==> config.mk <==
export PLATFORM = sky130hd
export DESIGN_NAME = game_tick_gen_flat
export DESIGN_NICKNAME = d
export VERILOG_FILES = /design/src/rtl/game_tick_if.sv /design/src/rtl/game_tick_gen.sv /design/src/flat_wrapper.sv
export SDC_FILE = /design/constraint.sdc
export NUM_CORES = 1
export LEC_CHECK = 0
export ABC_AREA = 1
export CAP_MARGIN = 20
export CORE_AREA = 2 2 58 81
export DETAILED_ROUTE_END_ITERATION = 12
export DIE_AREA = 0 0 60 83
export PLACE_DENSITY = 0.82
export SYNTH_ARGS = -nofsm -noshare
export SYNTH_HDL_FRONTEND = slang
export SYNTH_SLANG_ARGS = --single-unit
export TNS_END_PERCENT = 30
==> constraint.sdc <==
create_clock -name i_clock -period 3.7 [get_ports i_clock]
set_input_delay 0.74 -clock i_clock [delete_from_list [all_inputs] [get_ports i_clock]]
set_output_delay 0.74 -clock i_clock [all_outputs]
set_load 0.1 [all_outputs]
==> src/rtl/game_tick_if.sv <==
// Bus between the pixel/control side and the game tick generator.
// Signal names keep the i_/o_ sense as seen from the generator.
interface game_tick_if #(
    parameter int NUM_CH    = 2,
    parameter int DIV_WIDTH = 4,
    parameter int CNT_WIDTH = 16
);
    // No valid/ready pair here: i_step and i_div_load are single-cycle strobes
    // acted on in the clock they are high; outputs are registered level pulses.
    logic [9:0]                  i_x;
    logic [9:0]                  i_y;
    logic                        i_enable;
    logic                        i_step;
    logic [NUM_CH*DIV_WIDTH-1:0] i_div;
    logic                        i_div_load;
    logic                        o_frame_pulse;
    logic [NUM_CH-1:0]           o_tick;
    logic [CNT_WIDTH-1:0]        o_tick_count;

    modport master (
        output i_x, i_y, i_enable, i_step, i_div, i_div_load,
        input  o_frame_pulse, o_tick, o_tick_count
    );

    modport slave (
        input  i_x, i_y, i_enable, i_step, i_div, i_div_load,
        output o_frame_pulse, o_tick, o_tick_count
    );
endinterface

==> src/rtl/game_tick_gen.sv <==
// Frame-locked multi-channel game tick generator with runtime divisors,
// pause / single-step control and a channel-0 tick counter.
module game_tick_gen #(
    parameter int MAX_H_ADDR  = 639,
    parameter int MAX_V_ADDR  = 479,
    parameter int NUM_CH      = 2,
    parameter int DIV_WIDTH   = 4,
    parameter int DEFAULT_DIV = 4,
    parameter int CNT_WIDTH   = 16
) (
    input  logic       i_clock,
    input  logic       i_reset,
    game_tick_if.slave bus
);
    logic                 match;
    logic                 match_d;
    logic                 eof;
    logic                 step_go;
    logic                 load_pending;
    logic                 step_pending;
    logic                 frame_pulse_q;
    logic [NUM_CH-1:0]    tick_q;
    logic [CNT_WIDTH-1:0] tick_count_q;
    logic [DIV_WIDTH-1:0] active_div  [NUM_CH];
    logic [DIV_WIDTH-1:0] pending_div [NUM_CH];
    logic [DIV_WIDTH-1:0] cnt         [NUM_CH];

    // match_d resets high so coordinates parked on the last pixel at reset
    // release do not produce a frame end.
    always_comb begin
        match   = (bus.i_x == 10'(MAX_H_ADDR)) && (bus.i_y == 10'(MAX_V_ADDR));
        eof     = match & ~match_d;
        step_go = step_pending & ~bus.i_enable;
    end

    always_ff @(posedge i_clock) begin
        if (i_reset) begin
            match_d       <= 1'b1;
            frame_pulse_q <= 1'b0;
            tick_q        <= '0;
            tick_count_q  <= '0;
            load_pending  <= 1'b0;
            step_pending  <= 1'b0;
            for (int c = 0; c < NUM_CH; c++) begin
                active_div[c]  <= DIV_WIDTH'(DEFAULT_DIV);
                pending_div[c] <= DIV_WIDTH'(DEFAULT_DIV);
                cnt[c]         <= '0;
            end
        end else begin
            match_d       <= match;
            frame_pulse_q <= eof;

            if (eof) load_pending <= 1'b0;
            // A load on the eof clock is queued for the following frame end.
            if (bus.i_div_load) begin
                load_pending <= 1'b1;
                for (int c = 0; c < NUM_CH; c++)
                    pending_div[c] <= bus.i_div[c*DIV_WIDTH +: DIV_WIDTH];
            end

            if (bus.i_enable)    step_pending <= 1'b0;
            else if (bus.i_step) step_pending <= 1'b1;
            else if (eof)        step_pending <= 1'b0;

            if (tick_q[0]) tick_count_q <= tick_count_q + 1'b1;

            for (int c = 0; c < NUM_CH; c++) begin
                tick_q[c] <= 1'b0;
                if (eof) begin
                    if (load_pending) begin
                        active_div[c] <= pending_div[c];
                        cnt[c]        <= '0;
                        tick_q[c]     <= step_go;
                    end else if (!bus.i_enable) begin
                        if (step_go) begin
                            tick_q[c] <= 1'b1;
                            cnt[c]    <= '0;
                        end
                    end else if (cnt[c] == active_div[c]) begin
                        tick_q[c] <= 1'b1;
                        cnt[c]    <= '0;
                    end else begin
                        cnt[c] <= cnt[c] + 1'b1;
                    end
                end
            end
        end
    end

    assign bus.o_frame_pulse = frame_pulse_q;
    assign bus.o_tick        = tick_q;
    assign bus.o_tick_count  = tick_count_q;
endmodule
==> src/flat_wrapper.sv <==
// flat-port wrapper written by rule: the top's interface ports become plain ports
module game_tick_gen_flat 
#(
    parameter int MAX_H_ADDR  = 639,
    parameter int MAX_V_ADDR  = 479,
    parameter int NUM_CH      = 2,
    parameter int DIV_WIDTH   = 4,
    parameter int DEFAULT_DIV = 4,
    parameter int CNT_WIDTH   = 16
)
  (i_clock, i_reset, bus_i_x, bus_i_y, bus_i_enable, bus_i_step, bus_i_div, bus_i_div_load, bus_o_frame_pulse, bus_o_tick, bus_o_tick_count);
  game_tick_if #(.NUM_CH(NUM_CH), .DIV_WIDTH(DIV_WIDTH), .CNT_WIDTH(CNT_WIDTH)) bus_i ();
  input  logic i_clock;
  input  logic i_reset;
  input wire logic [$bits(bus_i.i_x)-1:0] bus_i_x;
  input wire logic [$bits(bus_i.i_y)-1:0] bus_i_y;
  input wire logic [$bits(bus_i.i_enable)-1:0] bus_i_enable;
  input wire logic [$bits(bus_i.i_step)-1:0] bus_i_step;
  input wire logic [$bits(bus_i.i_div)-1:0] bus_i_div;
  input wire logic [$bits(bus_i.i_div_load)-1:0] bus_i_div_load;
  output wire logic [$bits(bus_i.o_frame_pulse)-1:0] bus_o_frame_pulse;
  output wire logic [$bits(bus_i.o_tick)-1:0] bus_o_tick;
  output wire logic [$bits(bus_i.o_tick_count)-1:0] bus_o_tick_count;
  assign bus_i.i_x = bus_i_x;
  assign bus_i.i_y = bus_i_y;
  assign bus_i.i_enable = bus_i_enable;
  assign bus_i.i_step = bus_i_step;
  assign bus_i.i_div = bus_i_div;
  assign bus_i.i_div_load = bus_i_div_load;
  assign bus_o_frame_pulse = bus_i.o_frame_pulse;
  assign bus_o_tick = bus_i.o_tick;
  assign bus_o_tick_count = bus_i.o_tick_count;
  game_tick_gen #(.MAX_H_ADDR(MAX_H_ADDR), .MAX_V_ADDR(MAX_V_ADDR), .NUM_CH(NUM_CH), .DIV_WIDTH(DIV_WIDTH), .DEFAULT_DIV(DEFAULT_DIV), .CNT_WIDTH(CNT_WIDTH)) u_core (.i_clock(i_clock), .i_reset(i_reset), .bus(bus_i));
endmodule
==> flow_summary.json, run 1 <==
{
  "status": "finished clean",
  "synth_fp_nets": 285,
  "routed_wirelength_mm": 3.86,
  "chipHeight_um": 83,
  "worst_pin_slew_ns": 0.974,
  "cp_data_required_time_ns": 2.96,
  "setup_ws_ns": 1.00,
  "die_width_um": 60,
  "antenna_found_initial": 0,
  "routabilityCongestion": 0.864,
  "cp_max_fo": 8,
  "drt_iter0_markers": 64,
  "holdPathStages": 2,
  "yosysTopAreaCell": "edfxtp_1",
  "grt_max_degree": 25,
  "powerDensity_nw_per_um2": 324,
  "antennaDiodeCount": 0,
  "grt_pass1_vias": 1685,
  "skew_ns": 0.00355,
  "rr_endpoint": "u_core.bus.o_tick_count[10]",
  "ios": 52,
  "synth-seq-area-share_pct": 53.5,
  "worstPathCellList": "clkdlybuf4s50_1",
  "ys_ff_latch": 46,
  "ys_warn_count": 0,
  "synth_cell_types": 27,
  "max_stage_delay_ns": 1.19,
  "setup_viol": 0,
  "synth_area_um2": 2170,
  "first_pass_iters": 4,
  "path_class": "flop to primary output",
  "grt_pass1_wl_mm": 7.05,
  "synthTopCellsByArea": "edfxtp_1, dfxtp_1, inv_1",
  "cts_sinks": 46,
  "avgSynthCellArea_um2": 8.71,
  "cts_tree": "yes",
  "layout-drive-gt1-share_pct": 6.21,
  "path_buf_inv": 1,
  "synthFlopType": "edfxtp_1",
  "min_period_ns": 2.70,
  "die_area_um2": 4980,
  "mostFrequentLayoutCell": "clkdlybuf4s50_1",
  "drc_errors": 0,
  "synth_top_area_share_pct": 33.2,
  "wl_per_cell_um": 10.5,
  "final_hold_viol_count": 0,
  "vias_per_cell": 4.72,
  "rsz0062_at_grt": "no",
  "fmax_ghz": 0.371,
  "globalRouteTotalUtil_pct": 18.2,
  "slowest_stage": "clkdlybuf4s50_1",
  "max_cap_viol_count": 0,
  "fin_area_um2": 2830,
  "layout_worst_path_cycle_share_pct": 72.9,
  "synthArstFlopShare_pct": 0,
  "final_cell_mix": "clkdlybuf4s50_1, inv_1, nor2_1",
  "post-cts-setup-buffer-count": 0,
  "hp-start": "u_core.bus.o_tick_count[11]",
  "insertion_delay_ns": 0.29,
  "start_kind": "flop",
  "numPortBuffers": 51,
  "ant_nets": 0,
  "numCtsBuffers": 5,
  "peakVddDrop_mv": 0.267,
  "hold_buffers": 0,
  "dp_slack_ns": 1.03,
  "ff2ff_setup_slack_ns": 2.18,
  "clockBufferDepth": 2,
  "root_buffer": "clkbuf_8",
  "clk_pin_slew_ns": 0.08,
  "htreeDepth": 2,
  "rows": 28,
  "holdPathEnd": "u_core.bus.o_tick_count[11]",
  "reg2reg_depth": 8,
  "initial_core_util_pct": 51.2,
  "maxSlewHeadroom_pct": 34.9,
  "finalSetupTns_ns": 0,
  "postPlaceCellArea_um2": 2750,
  "critical_path.top_delay_family": "buffers and inverters",
  "area_growth_pct": 30.4,
  "end_kind": "primary output",
  "final_nets": 341,
  "postSynthCellCount": 249,
  "core_um2": 4240,
  "slew_violations": 0,
  "crit_arrival_ns": 1.96,
  "via_count": 1727,
  "power.leakage_nw": 1.11,
  "startpoint": "u_core.bus.o_tick[0]",
  "dp_hpwl_mm": 2.93,
  "synth-edff-count": 24,
  "holdCritPathClass": "flop to flop",
  "overflow": 0,
  "cts_resized": 0,
  "r2r-start": "u_core.bus.o_tick_count[0]"
}
## final cells by class
| cell class | instances | area, µm² |
|---|---|---|
| multi-input combinational | 157 | 836 |
| tap | 60 | 75.1 |
| timing repair buffer | 51 | 510 |
| sequential | 46 | 1160 |
| clock buffer | 6 | 72.6 |
| fill | 349 | 1410 |
| inverter | 44 | 165 |
| clock inverter | 2 | 8.76 |
## worst max path at each step
stage                                   to  slack, ns  depth (start not counted)
6_report                     bus_o_tick[0]       1.00                          1
5_1_grt                      bus_o_tick[0]       0.96                          1
4_1_cts                      bus_o_tick[0]       1.00                          1
3_5_place_dp              u_core.cnt[1][2]       1.03                          3
3_3_place_gp              u_core.cnt[1][1]       1.04                          3
2_1_floorplan  u_core.bus.o_tick_count[14]       1.57                          8
## logic make-up after synthesis
| family | Yosys count | synth area share, % |
|---|---|---|
| buf+inv | 46 | 7.96 |
| simple gates | 114 | 25.3 |
| flops | 46 | 53.5 |
| fa+ha+maj | 3 | 1.73 |
| xor+xnor | 12 | 4.84 |
| compound gates | 28 | 6.69 |
## metrics by stage
stage	total power [mW]	hold slack [ns]	util, %	cells
floorplan	0.602	0.479	-	249
global placement	0.643	0.486	64.8	358
detailed placement	0.645	0.486	64.8	358
CTS	0.923	0.505	66.7	366
global route	0.954	0.549	66.7	366
finish	0.916	0.499	66.7	366
## layer usage
| layer | global-route usage, % | routed length, µm |
|---|---|---|
| met3 | 4.52 | 194 |
| met4 | 7.68 | 50 |
| met5 | 0 | 0 |
| met1 | 21.4 | 1660 |
| met2 | 30.5 | 1950 |
## cell usage after synthesis (4+ instances only)
cell type / count
inv_1: 43
xnor2_1: 10
o21ai_0: 9
nand3_1: 12
dfxtp_1: 22
nor2_1: 40
a21oi_1: 13
nand2_1: 38
nor2_4: 4
edfxtp_1: 24
nand4_1: 7
## state kept, by name (all words and copies together), names as in the netlist
signal,cells
u_core.active_div,8
u_core.bus.o_frame_pulse,1
u_core.bus.o_tick,2
u_core.bus.o_tick_count,16
u_core.cnt,8
u_core.load_pending,1
u_core.match_d,1
u_core.pending_div,8
u_core.step_pending,1
## power by group
part	switching, mW	internal, mW	total, mW
logic	0.0308	0.0433	0.0741
registers	0.00899	0.550	0.559
clock network	0.154	0.129	0.283
total	0.194	0.723	0.916
No activity file was read; power rests on OpenSTA's default activity.
==> inputs of run 2 (changes only) <==
--- a/config.mk
+++ b/config.mk
@@ -7,10 +7,10 @@
 export LEC_CHECK = 0
 export ABC_AREA = 1
 export CAP_MARGIN = 20
-export CORE_AREA = 2 2 58 81
+export CORE_AREA = 2 2 60 84
 export DETAILED_ROUTE_END_ITERATION = 12
-export DIE_AREA = 0 0 60 83
-export PLACE_DENSITY = 0.82
+export DIE_AREA = 0 0 62 86
+export PLACE_DENSITY = 0.77
 export SYNTH_ARGS = -nofsm -noshare
 export SYNTH_HDL_FRONTEND = slang
 export SYNTH_SLANG_ARGS = --single-unit
==> constraint.sdc (replaced) <==
create_clock -name i_clock -period 2.6 [get_ports i_clock]
set_input_delay 0.52 -clock i_clock [delete_from_list [all_inputs] [get_ports i_clock]]
set_output_delay 0.52 -clock i_clock [all_outputs]
set_load 0.1 [all_outputs]
==> run 2 against run 1 <==
  * Clock power increased by 81%
  * Die area increased by 7.1%
  * Routed wire length increased by 5.3%
  * Register-to-register slack got worse by 1.1 ns
  * Power increased by 55%
  * First-iteration DRC count decreased by 7.8%
  * Setup slack got worse by 0.44 ns
  * Flip-flop and latch count unchanged
  * Design area about the same
  * Core utilization decreased by 4.3 points
  * Sequential power increased by 42%
  * Critical path type is now input port to flop
  * Critical endpoint is now u_core.cnt[1][0]
  * Largest cell class unchanged
==> flow_summary.json, run 2 (synthesis results as in run 1) <==
{
  "via_count": 1758,
  "grt_pass1_vias": 1672,
  "cp_max_fo": 5,
  "antennaDiodeCount": 0,
  "peakVddDrop_mv": 0.365,
  "routed_wirelength_mm": 4.06,
  "chipHeight_um": 86,
  "cts_tree": "yes",
  "grt_pass1_wl_mm": 6.80,
  "nFillCells": 420,
  "path_class": "input port to flop",
  "vias_per_cell": 4.74,
  "hold_buffers": 0,
  "insertion_delay_ns": 0.30,
  "cts_resized": 0,
  "worstPathCellList": "clkdlybuf4s50_1 > inv_1 > nor2_1 > nand2_1 > nor2_1 > nand3_1 > o21ai_0",
  "cts_sinks": 46,
  "powerDensity_nw_per_um2": 500,
  "grt_max_degree": 15,
  "power.leakage_nw": 1.18,
  "maxSlewHeadroom_pct": 66.0,
  "worst_pin_slew_ns": 0.505,
  "htreeDepth": 2,
  "clockBufferDepth": 2,
  "final_cell_mix": "inv_1, nor2_1, nand2_1",
  "die_width_um": 62,
  "start_kind": "input port",
  "status": "finished clean",
  "met2_usage_pct": 29.1,
  "globalRoute.busiestLayer": "met2",
  "area_growth_pct": 30.5,
  "holdCritPathClass": "flop to flop",
  "globalRouteTotalUtil_pct": 16.8,
  "wl_per_cell_um": 10.9,
  "dp_slack_ns": 0.254,
  "rsz0062_at_grt": "no",
  "core_um2": 4540,
  "layout_worst_path_cycle_share_pct": 78.3,
  "cpMostUsedCell": "nor2_1",
  "cp_data_required_time_ns": 2.55,
  "ant_nets": 0,
  "routabilityCongestion": 0.763,
  "drc_errors": 0,
  "crit_arrival_ns": 1.98,
  "final_hold_viol_count": 0,
  "slowest_stage": "o21ai_0",
  "clk_pin_slew_ns": 0.08,
  "setup_ws_ns": 0.565,
  "layout-drive-gt1-share_pct": 13.3,
  "max_stage_delay_ns": 0.47,
  "ios": 52,
  "final_nets": 344,
  "rows": 29,
  "finalSetupTns_ns": 0,
  "min_period_ns": 2.03,
  "use_met1_pct": 19.2,
  "drt_iter0_markers": 59,
  "fmax_ghz": 0.492,
  "slew_violations": 0,
  "overflow": 0,
  "root_buffer": "clkbuf_8",
  "post-cts-setup-buffer-count": 0,
  "numCtsBuffers": 5,
  "first_pass_iters": 4,
  "die_area_um2": 5330,
  "setup_viol": 0,
  "end_kind": "flop",
  "skew_ns": 0.00706,
  "largest_register_ffs": 16,
  "numPortBuffers": 51,
  "antenna_found_initial": 0,
  "dp_hpwl_mm": 3.21,
  "mostFrequentLayoutCell": "inv_1",
  "initial_core_util_pct": 47.8,
  "max_cap_viol_count": 0,
  "gr-usage-met3_pct": 4.68
}
==> run 2: cell types whose count changed in the layout (fill, tap and decap cells not counted) <==
cell	delta
buf_4	+22
bufinv_16	+1
clkbuf_1	+1
clkdlybuf4s50_1	-19
clkinv_1	-1
clkinvlp_2	-1
==> run 2: area by class of cell <==
class | count | area (µm²) | area share, %
Clock buffer | 7 | 76.3 | 2.70
Clock inverter | 1 | 30.0 | 1.06
Inverter | 44 | 165 | 5.83
Multi-Input combinational cell | 157 | 836 | 29.5
Sequential cell | 46 | 1160 | 41.0
Tap cell | 62 | 77.6 | 2.74
Timing Repair Buffer | 54 | 485 | 17.1
==> run 2: path summary, 6_finish.rpt <==
check	cells after the start	endpoint	slack [ns]	from
setup / recovery	7	u_core.cnt[1][0]	0.57	bus_i_x[6]
hold / removal	2	u_core.bus.o_tick_count[5]	0.51	u_core.bus.o_tick_count[5]
setup reg to reg	8	u_core.bus.o_tick_count[14]	1.10	u_core.bus.o_tick_count[0]
hold reg to reg	2	u_core.bus.o_tick_count[5]	0.51	u_core.bus.o_tick_count[5]
==> run 2: stage by stage <==
step	cell area [µm²]	power, mW	instances	utilization, %	hold WS [ns]
after detailed placement	2730	0.923	363	60.1	0.491
after floorplan	2170	0.857	249	-	0.479
after CTS	2830	1.43	371	62.4	0.505
after global placement	2730	0.919	363	60.1	0.484
final	2830	1.42	371	62.4	0.505
after global routing	2830	1.47	371	62.4	0.538
==> run 2: worst max-delay path: cells and delay by family <==
family	cells	cell delay, ns
compound gates	1	0.47
buf+inv	2	0.50
simple gates	4	0.50
==> run 2: per-layer routing <==
metal  vias up  part of all wire [%]
li1        915                     -
met1       806                    42
met2        30                    52
met3         7                   4.1
met4         0                   1.6
met5         -                     0
==> run 2: where the power goes <==
part | leakage, nW | internal, mW | switching, mW | total, mW
Clock | 0.0524 | 0.287 | 0.224 | 0.511
Sequential | 0.420 | 0.783 | 0.0133 | 0.796
Combinational | 0.707 | 0.0645 | 0.0447 | 0.109
==> inputs of run 3 (changes only) <==
==> constraint.sdc (replaced) <==
create_clock -name i_clock -period 2 [get_ports i_clock]
set_input_delay 0.4 -clock i_clock [delete_from_list [all_inputs] [get_ports i_clock]]
set_output_delay 0.4 -clock i_clock [all_outputs]
set_load 0.1 [all_outputs]
==> run 3 against run 2 <==
  * Flip-flop and latch count stayed put
  * Global-route usage is 0.20 points higher
  * Core utilization is 0.91 points higher
  * Design area is 1.5% higher
  * Setup slack worse by 0.33 ns
  * Critical path type unchanged
  * Largest power group unchanged
==> flow_summary.json, run 3 (synthesis results as in run 1) <==
{
  "status": "finished clean",
  "initial_core_util_pct": 47.8,
  "sw_frac_of_total_pct": 21.4,
  "dp_hpwl_mm": 3.11,
  "power.internal_mw": 1.35,
  "cts_sinks": 46,
  "drc_errors": 0,
  "grt_max_degree": 15,
  "clk_pin_slew_ns": 0.08,
  "power_mw": 1.72,
  "die_area_um2": 5330,
  "die_width_um": 62,
  "path_class": "input port to flop",
  "finalSetupTns_ns": 0,
  "worstPathCellList": "clkdlybuf4s50_1 > nand2_1 > nor2_1 > nand3_1 > nor3_4 > nand2_1 > nand2_1",
  "final_nets": 350,
  "chipHeight_um": 86,
  "max_cap_viol_count": 0,
  "layout_worst_path_cycle_share_pct": 88.1,
  "max_stage_delay_ns": 0.46,
  "clockBufferDepth": 2,
  "cts_tree": "yes",
  "cp_max_fo": 8,
  "antenna_found_initial": 0,
  "mostFrequentLayoutCell": "inv_1",
  "power.leakage_nw": 1.20,
  "routed_wirelength_mm": 3.93,
  "crit_arrival_ns": 1.74,
  "wl_per_cell_um": 10.4,
  "end_kind": "flop",
  "worst_pin_slew_ns": 0.376,
  "cpMostUsedCell": "nand2_1",
  "ant_nets": 0,
  "htreeDepth": 2,
  "numPortBuffers": 51,
  "cts_resized": 0,
  "skew_ns": 0.00794,
  "rsz0062_at_grt": "no",
  "powerDensity_nw_per_um2": 599,
  "holdCritPathClass": "flop to flop",
  "peakVddDrop_mv": 0.525,
  "final_hold_viol_count": 0,
  "pwr-share-seq_pct": 60.2,
  "cp_data_required_time_ns": 1.98,
  "fmax_ghz": 0.567,
  "overflow": 0,
  "rows": 29,
  "insertion_delay_ns": 0.29,
  "slew_violations": 0,
  "area_growth_pct": 32.4,
  "clkPwrFrac_pct": 31.3,
  "ios": 52,
  "first_pass_iters": 4,
  "antennaDiodeCount": 0,
  "root_buffer": "clkbuf_8",
  "via_count": 1768,
  "combPwrFrac_pct": 8.6,
  "hold_ws_ns": 0.481,
  "routabilityCongestion": 0.807,
  "start_kind": "input port",
  "final_cell_mix": "inv_1, nor2_1, nand2_1",
  "grt_pass1_wl_mm": 6.98,
  "maxSlewHeadroom_pct": 74.9,
  "layout-drive-gt1-share_pct": 16.2,
  "slowest_stage": "clkdlybuf4s50_1",
  "nFillCells": 388,
  "setup_viol": 0,
  "min_period_ns": 1.76,
  "vias_per_cell": 4.69,
  "drt_iter0_markers": 69,
  "hold_buffers": 0,
  "p_switching_mw": 0.368,
  "grt_pass1_vias": 1690,
  "numCtsBuffers": 5,
  "largest_register_ffs": 16,
  "core_um2": 4540,
  "post-cts-setup-buffer-count": 0,
  "globalRouteTotalUtil_pct": 17.0
}
[run 3: final timing paths]
check / start / endpoint / slack (ns) / depth (start not counted)
worst min register to register: u_core.bus.o_tick_count[0] / u_core.bus.o_tick_count[0] / 0.48 / 1
worst max-delay path: bus_i_x[1] / u_core.active_div[0][0] / 0.24 / 7
worst min-delay path: u_core.bus.o_tick_count[0] / u_core.bus.o_tick_count[0] / 0.48 / 1
worst max register to register: u_core.bus.o_tick[0] / u_core.bus.o_tick_count[14] / 0.55 / 7
[run 3: metal layers]
layer | routed length, µm | GRT usage (%) | part of all wire [%]
met5 | 0 | 0 | 0
met4 | 51 | 6.19 | 1.3
met3 | 157 | 6.03 | 4.0
met2 | 1980 | 27.1 | 50
met1 | 1740 | 20.8 | 44
[run 3: per-stage QoR]
step / cell area (µm²) / utilization [%] / worst slack (ns) / cells
after floorplan: 2170 / - / 0.00453 / 249
after global placement: 2790 / 61.4 / -0.0137 / 369
after detailed placement: 2790 / 61.4 / -0.0841 / 369
after CTS: 2870 / 63.3 / 0.235 / 377
after global routing: 2870 / 63.3 / 0.0402 / 377
final: 2870 / 63.3 / 0.237 / 377
[run 3: power groups by stage]
stage                     Combinational, mW  Clock [mW]  Sequential (mW)
after floorplan                      0.0622           0             1.05
after global placement                0.146           0             1.06
after detailed placement              0.148           0             1.06
after CTS                             0.149       0.552             1.03
after global routing                  0.166       0.583             1.04
final                                 0.147       0.537             1.03
[run 3: worst max-delay path, delay by kind of cell]
kind                   cells  cell delay (ns)
and+or+nand+nor            6             0.87
buffers and inverters      1             0.46
[run 3: layout make-up]
class	instances	area [µm²]	area share, %
well taps	62	77.6	2.70
repair buffers	60	543	18.9
multi-input cells	157	836	29.1
inverters	44	165	5.75
flip-flops and latches	46	1160	40.5
clock inverters	2	13.8	0.479
clock buffers	6	72.6	2.53
==> variant 1: new RTL, config.mk and constraints of run 2 <==
`CNT_WIDTH` is set to 16 in 3 places; all go to 12.
--- a/src/rtl/game_tick_if.sv
+++ b/src/rtl/game_tick_if.sv
@@ -5,3 +5,3 @@
     parameter int DIV_WIDTH = 4,
-    parameter int CNT_WIDTH = 16
+    parameter int CNT_WIDTH = 12
 );
--- a/src/rtl/game_tick_gen.sv
+++ b/src/rtl/game_tick_gen.sv
@@ -8,3 +8,3 @@
     parameter int DEFAULT_DIV = 4,
-    parameter int CNT_WIDTH   = 16
+    parameter int CNT_WIDTH   = 12
 ) (
--- a/src/flat_wrapper.sv
+++ b/src/flat_wrapper.sv
@@ -8,3 +8,3 @@
     parameter int DEFAULT_DIV = 4,
-    parameter int CNT_WIDTH   = 16
+    parameter int CNT_WIDTH   = 12
 )
Ports: changed (resized bus_o_tick_count); port bits go from 52 to 48. No check against the original RTL was run, so the function may have changed too.
==> variant 1 against run 2 <==
Core utilization fell by 6.5 points. Setup slack lost 4.8 ps. Area after synthesis decreased by 12%. Clock power shrank 17%. Total power fell by 11%. Via count is 14% lower. Sequential cell count decreased by 4. Wire length down 16%. Design area is 10% lower. Hold slack lost 23 ps.
==> variant 1: results (changes against run 2) <==
cts repair resizes: 0 (unchanged)
number of flops mapped to enable cells by yosys: 24 (unchanged)
outcome: finished clean
VDD IR max: 0.000363 V (-0.60%)
Clock Tree Buf Depth: 2 (unchanged)
# nets final: 304 (-12%)
Netlist cell types: 21 (-22%)
dominant synthesized flop cell: edfxtp_1
worst-skew pair later-pin latency: 290 ps
Worst-path clk slew: 70 ps
net count after synthesis: 248 (-13%)
max reg flops: 12 (-4)
cell-internal power: 999 uW (-12%)
DP HPWL: 2710 um (-16%)
Buffers on Ports: 47 (-7.8%)
gr usage total: 13.9% (-3.0 points)
mux share of post-synthesis cell area: 0% (unchanged)
main area contributors after synthesis: edfxtp_1, dfxtp_1, inv_1, nand2_1, nor2_1
ANT cells: 0 (unchanged)
XOR/XNOR Fraction of Synth Area: 5.93% (+1.1 points)
H-tree Lvls: 2 (unchanged)
Pre-Repair DR Iteration Count: 4 (unchanged)
Synthesis Warnings: 0 (unchanged)
hold crit path type: flop to flop
syn_area_per_cell: 9.05 um^2 (+3.9%)
post-synthesis sequential area ratio: 56.3% (+2.8 points)
final instance count without filler cells: 331 (-11%)
Post-synth ARST share: 0% (unchanged)
total CTS buffers: 5 (unchanged)
layout cells sized above 1: 13.0% (-0.26 points)
Worst Tran Pin Value: 313 ps (-191 ps)
post-synthesis adder-cell area fraction: 1.96% (+0.23 points)
slowest CP cell: clkdlybuf4s50_1
dpl cells: 323 (-11%)
largest net degree at the start of global routing: 13 (-2)
CP max FO: 7 (+2)
Setup Skew: 1.52 ps (-5.54 ps)
drt total wl: 3400 um (-16%)
Synth top cells by count: inv_1, nand2_1, nor2_1
starting DRC count in detailed routing: 29 (-51%)
routed vias: 1,509 (-14%)
clk root buf: clkbuf_8
first-pass GRT wire length: 5460 um (-20%)
Compound-Gate Fraction of Synth Area: 6.13% (-0.56 points)
antenna violations before repair: 0 (unchanged)
leak pwr: 1.07 nW (-9.5%)
routability cong.: 0.731 (-4.2%)
max incr delay on CP: 460 ps
Post-CTS Repair Setup Buffers: 0 (unchanged)
Hold-fix buffers, CTS: 0 (unchanged)
vias in the first global route: 1,308 (-22%)
CP Data Arrival Time: 2020 ps (+40 ps)
## variant 1: changes by cell type after synthesis, sizes merged, moves of 3 or more
cell   change
nor2      -12
nand2      -8
inv        -5
dfxtp      -4
o21ai      -4
nand3      -3
## variant 1: metrics by stage
| stage | hold WS [ps] | util [%] | area, um^2 | setup WS, ps |
|---|---|---|---|---|
| global placement | 452 | 54.0 | 2450 | 275 |
| floorplan | 479 | - | 1920 | 512 |
| finish | 482 | 56.0 | 2540 | 561 |
| global route | 510 | 56.0 | 2540 | 411 |
| detailed placement | 468 | 54.0 | 2450 | 243 |
| CTS | 479 | 56.0 | 2540 | 547 |
## variant 1: cell type report
class | count | area, um^2
clock buffer | 7 | 86.3
clock inverter | 1 | 5.00
fill | 425 | 2000
inverter | 40 | 150
multi-input combinational | 129 | 683
sequential | 42 | 1080
tap | 62 | 77.6
timing repair buffer | 50 | 455
## variant 1: cells by family (layout without fill, tap and decap cells)
family,after synthesis,in the layout
and+or+nand+nor,90,90
DFF,42,42
buffers and inverters,41,98
AOI/OAI and AO/OA,23,23
xor gates and xnor gates,13,13
adders and majority gates,3,3
## variant 1: power by group through the flow
| stage | Clock, mW | Sequential (mW) | Combinational, mW |
|---|---|---|---|
| 2_1_floorplan | 0 | 0.746 | 0.0422 |
| 3_3_place_gp | 0 | 0.748 | 0.100 |
| 3_5_place_dp | 0 | 0.749 | 0.102 |
| 4_1_cts | 0.438 | 0.734 | 0.103 |
| 5_1_grt | 0.466 | 0.736 | 0.112 |
| 6_report | 0.424 | 0.734 | 0.101 |
## variant 1: critical path, delay by kind of cell
family / cells / cell delay, ps
and+or+nand+nor: 5 / 840
buffers and inverters: 1 / 460
AOI/OAI and AO/OA: 1 / 210
## variant 1: per-layer routing
layer	track usage (%)	routed length (um)
met1	15.5	1330
met2	22.9	1760
met3	3.92	213
met4	7.35	98
met5	0	0
## variant 1: final timing paths
kind	from	end	slack [ps]	cells past startpoint
hold reg to reg	u_core.bus.o_tick_count[11]$_SDFFE_PP0P_	u_core.bus.o_tick_count[11]$_SDFFE_PP0P_	480	2
setup / recovery	bus_i_x[1]	u_core.cnt[0][3]$_SDFFCE_PN0P_	560	7
setup reg to reg	u_core.bus.o_tick_count[0]$_SDFFE_PP0P_	u_core.bus.o_tick_count[10]$_SDFFE_PP0P_	1160	8
hold / removal	u_core.bus.o_tick_count[11]$_SDFFE_PP0P_	u_core.bus.o_tick_count[11]$_SDFFE_PP0P_	480	2
==> variant 2: new RTL, settings of run 2 <==
Made on the original files. Reset style: asynchronous (`i_reset`), changed in one clocked block.
--- a/src/rtl/game_tick_gen.sv
+++ b/src/rtl/game_tick_gen.sv
@@ -35,3 +35,3 @@
 
-    always_ff @(posedge i_clock) begin
+    always_ff @(posedge i_clock or posedge i_reset) begin
         if (i_reset) begin
Behaviour: differs if i_reset is asserted again (counterexample within 4 cycles, from zero or initial values and one cycle with i_reset high); with i_reset held inactive, the same outputs for 10 cycles.
==> variant 2 against run 2 <==
Area after synthesis increased by 7.7%. Total power decreased by 7.2%. Combinational power decreased by 12%. Clock skew increased by 2.7 ps. Cell count increased by 3.0%. Wire length increased by 3.1%. Fmax increased by 19%. Critical path depth increased by 1. Count of clock-buffer cells in the layout unchanged. Critical path type unchanged. Setup slack improved by 330 ps. Sequential power decreased by 8.0%. Sequential cell count unchanged. Design area increased by 4.6%.
==> variant 2: results (changes against run 2) <==
outcome: finished clean
Worst Tran Pin Value: 554 ps (+49.7 ps)
VDD IR max: 0.000380 V (+4.0%)
Vias/cell: 4.72 (-0.45%)
starting DRC count in detailed routing: 56 (-5.1%)
combinational share of power: 7.3% (-0.4 points)
worst hold slack: 487 ps (-18.4 ps)
post-synthesis sequential area ratio: 49.5% (-4.0 points)
max incr delay on CP: 460 ps
Netlist cell types: 25 (-7.4%)
DP HPWL: 3270 um (+1.9%)
non-clock inverter count: 37 (-16%)
first-pass GRT wire length: 7290 um (+7.3%)
slowest CP cell: clkdlybuf4s50_1
# nets final: 355 (+3.2%)
antenna violations before repair: 0 (unchanged)
Synth top cells by count: nand2_1, dfrtp_1, inv_1
area occupied by multi-input gates: 1010 um^2 (+21%)
CP Data Arrival Time: 1910 ps (-70 ps)
dpl cell area: 2860 um^2 (+4.9%)
Sequential Power Share: 55.7% (-0.5 points)
leak pwr: 1.52 nW (+29%)
largest net degree at the start of global routing: 47 (+32)
H-tree Lvls: 2 (unchanged)
layout cells sized above 1: 19.1% (+5.8 points)
gr usage total: 18.1% (+1.2 points)
setup ws final: 895 ps (+330 ps)
Post-synth ARST share: 100% (+100 points)
vias in the first global route: 1,819 (+8.8%)
Seq cells: 46 (unchanged)
syn_area_per_cell: 8.88 um^2 (+1.9%)
drt total wl: 4180 um (+3.1%)
final instance count without filler cells: 382 (+3.0%)
Non-CTS buffers: 52 (-3.7%)
CP max FO: 16 (+11)
DP Worst Slack: 569 ps (+315 ps)
Fillers: 394 (-6.2%)
switching part of the total: 21.9% (+2.1 points)
Storage cell area: 1160 um^2 (-0.32%)
FF-to-FF setup slack: 1060 ps (-40 ps)
#MultiIn Comb: 177 (+13%)
fraction of area in non-clock buffers: 15.9% (-1.3 points)
main area contributors after synthesis: dfrtp_1, nand2_1, xor2_1, inv_1, dfstp_2
net count after synthesis: 299 (+4.9%)
clock buffers: 7 (unchanged)
routability cong.: 0.809 (+5.9%)
Clock buf/inv share: 3.55% (-0.21 points)
cts repair resizes: 0 (unchanged)
dpl cells: 374 (+3.0%)
area growth from synthesis to layout: 26.8%
Setup Skew: 9.78 ps (+2.71 ps)
CP top delay family: simple AND/OR/NAND/NOR gates
NetSw: 288 uW (+2.4%)
[variant 2: cell count changes in the layout (fill, tap and decap cells not counted), sizes merged, moves of 7 or more]
cell | run 2 | this run
a21oi | 13 | 0
dfrtp | 0 | 41
dfxtp | 22 | 0
edfxtp | 24 | 0
inv | 44 | 36
nand2 | 39 | 67
nand3 | 14 | 21
nor2 | 45 | 29
o21ai | 12 | 24
xor2 | 2 | 17
[variant 2: kinds of logic after synthesis]
| family | Yosys count | share of synthesized area [%] |
|---|---|---|
| AO/OA/AOI/OAI | 25 | 7.71 |
| XOR/XNOR | 23 | 8.62 |
| adder cells (fa/ha/maj) | 3 | 1.61 |
| buffers and inverters | 40 | 7.07 |
| flip-flops | 46 | 49.5 |
| multiplexers | 1 | 0.482 |
| AND/OR/NAND/NOR | 125 | 25.0 |
[variant 2: worst paths after layout]
kind | end | cells past startpoint | start
min | u_core.bus.o_tick_count[15]$_DFFE_PP0P_ | 1 | u_core.bus.o_tick_count[15]$_DFFE_PP0P_
min in group asynchronous | u_core.bus.o_tick_count[11]$_DFFE_PP0P_ | 3 | i_reset
max reg2reg | u_core.bus.o_tick_count[14]$_DFFE_PP0P_ | 8 | u_core.bus.o_tick_count[0]$_DFFE_PP0P_
max | u_core.active_div[5]$_DFFE_PP0P_ | 8 | bus_i_y[8]
min reg2reg | u_core.bus.o_tick_count[15]$_DFFE_PP0P_ | 1 | u_core.bus.o_tick_count[15]$_DFFE_PP0P_
max in group asynchronous | u_core.match_d$_DFF_PP1_ | 3 | i_reset
[variant 2: layer usage]
metal | up-vias | global-route usage, % | share of wire (%)
met3 | 9 | 2.71 | 3.9
met4 | 0 | 8.32 | 2.6
met1 | 830 | 19.0 | 40
li1 | 926 | - | -
met5 | - | 0 | 0
met2 | 37 | 33.1 | 53
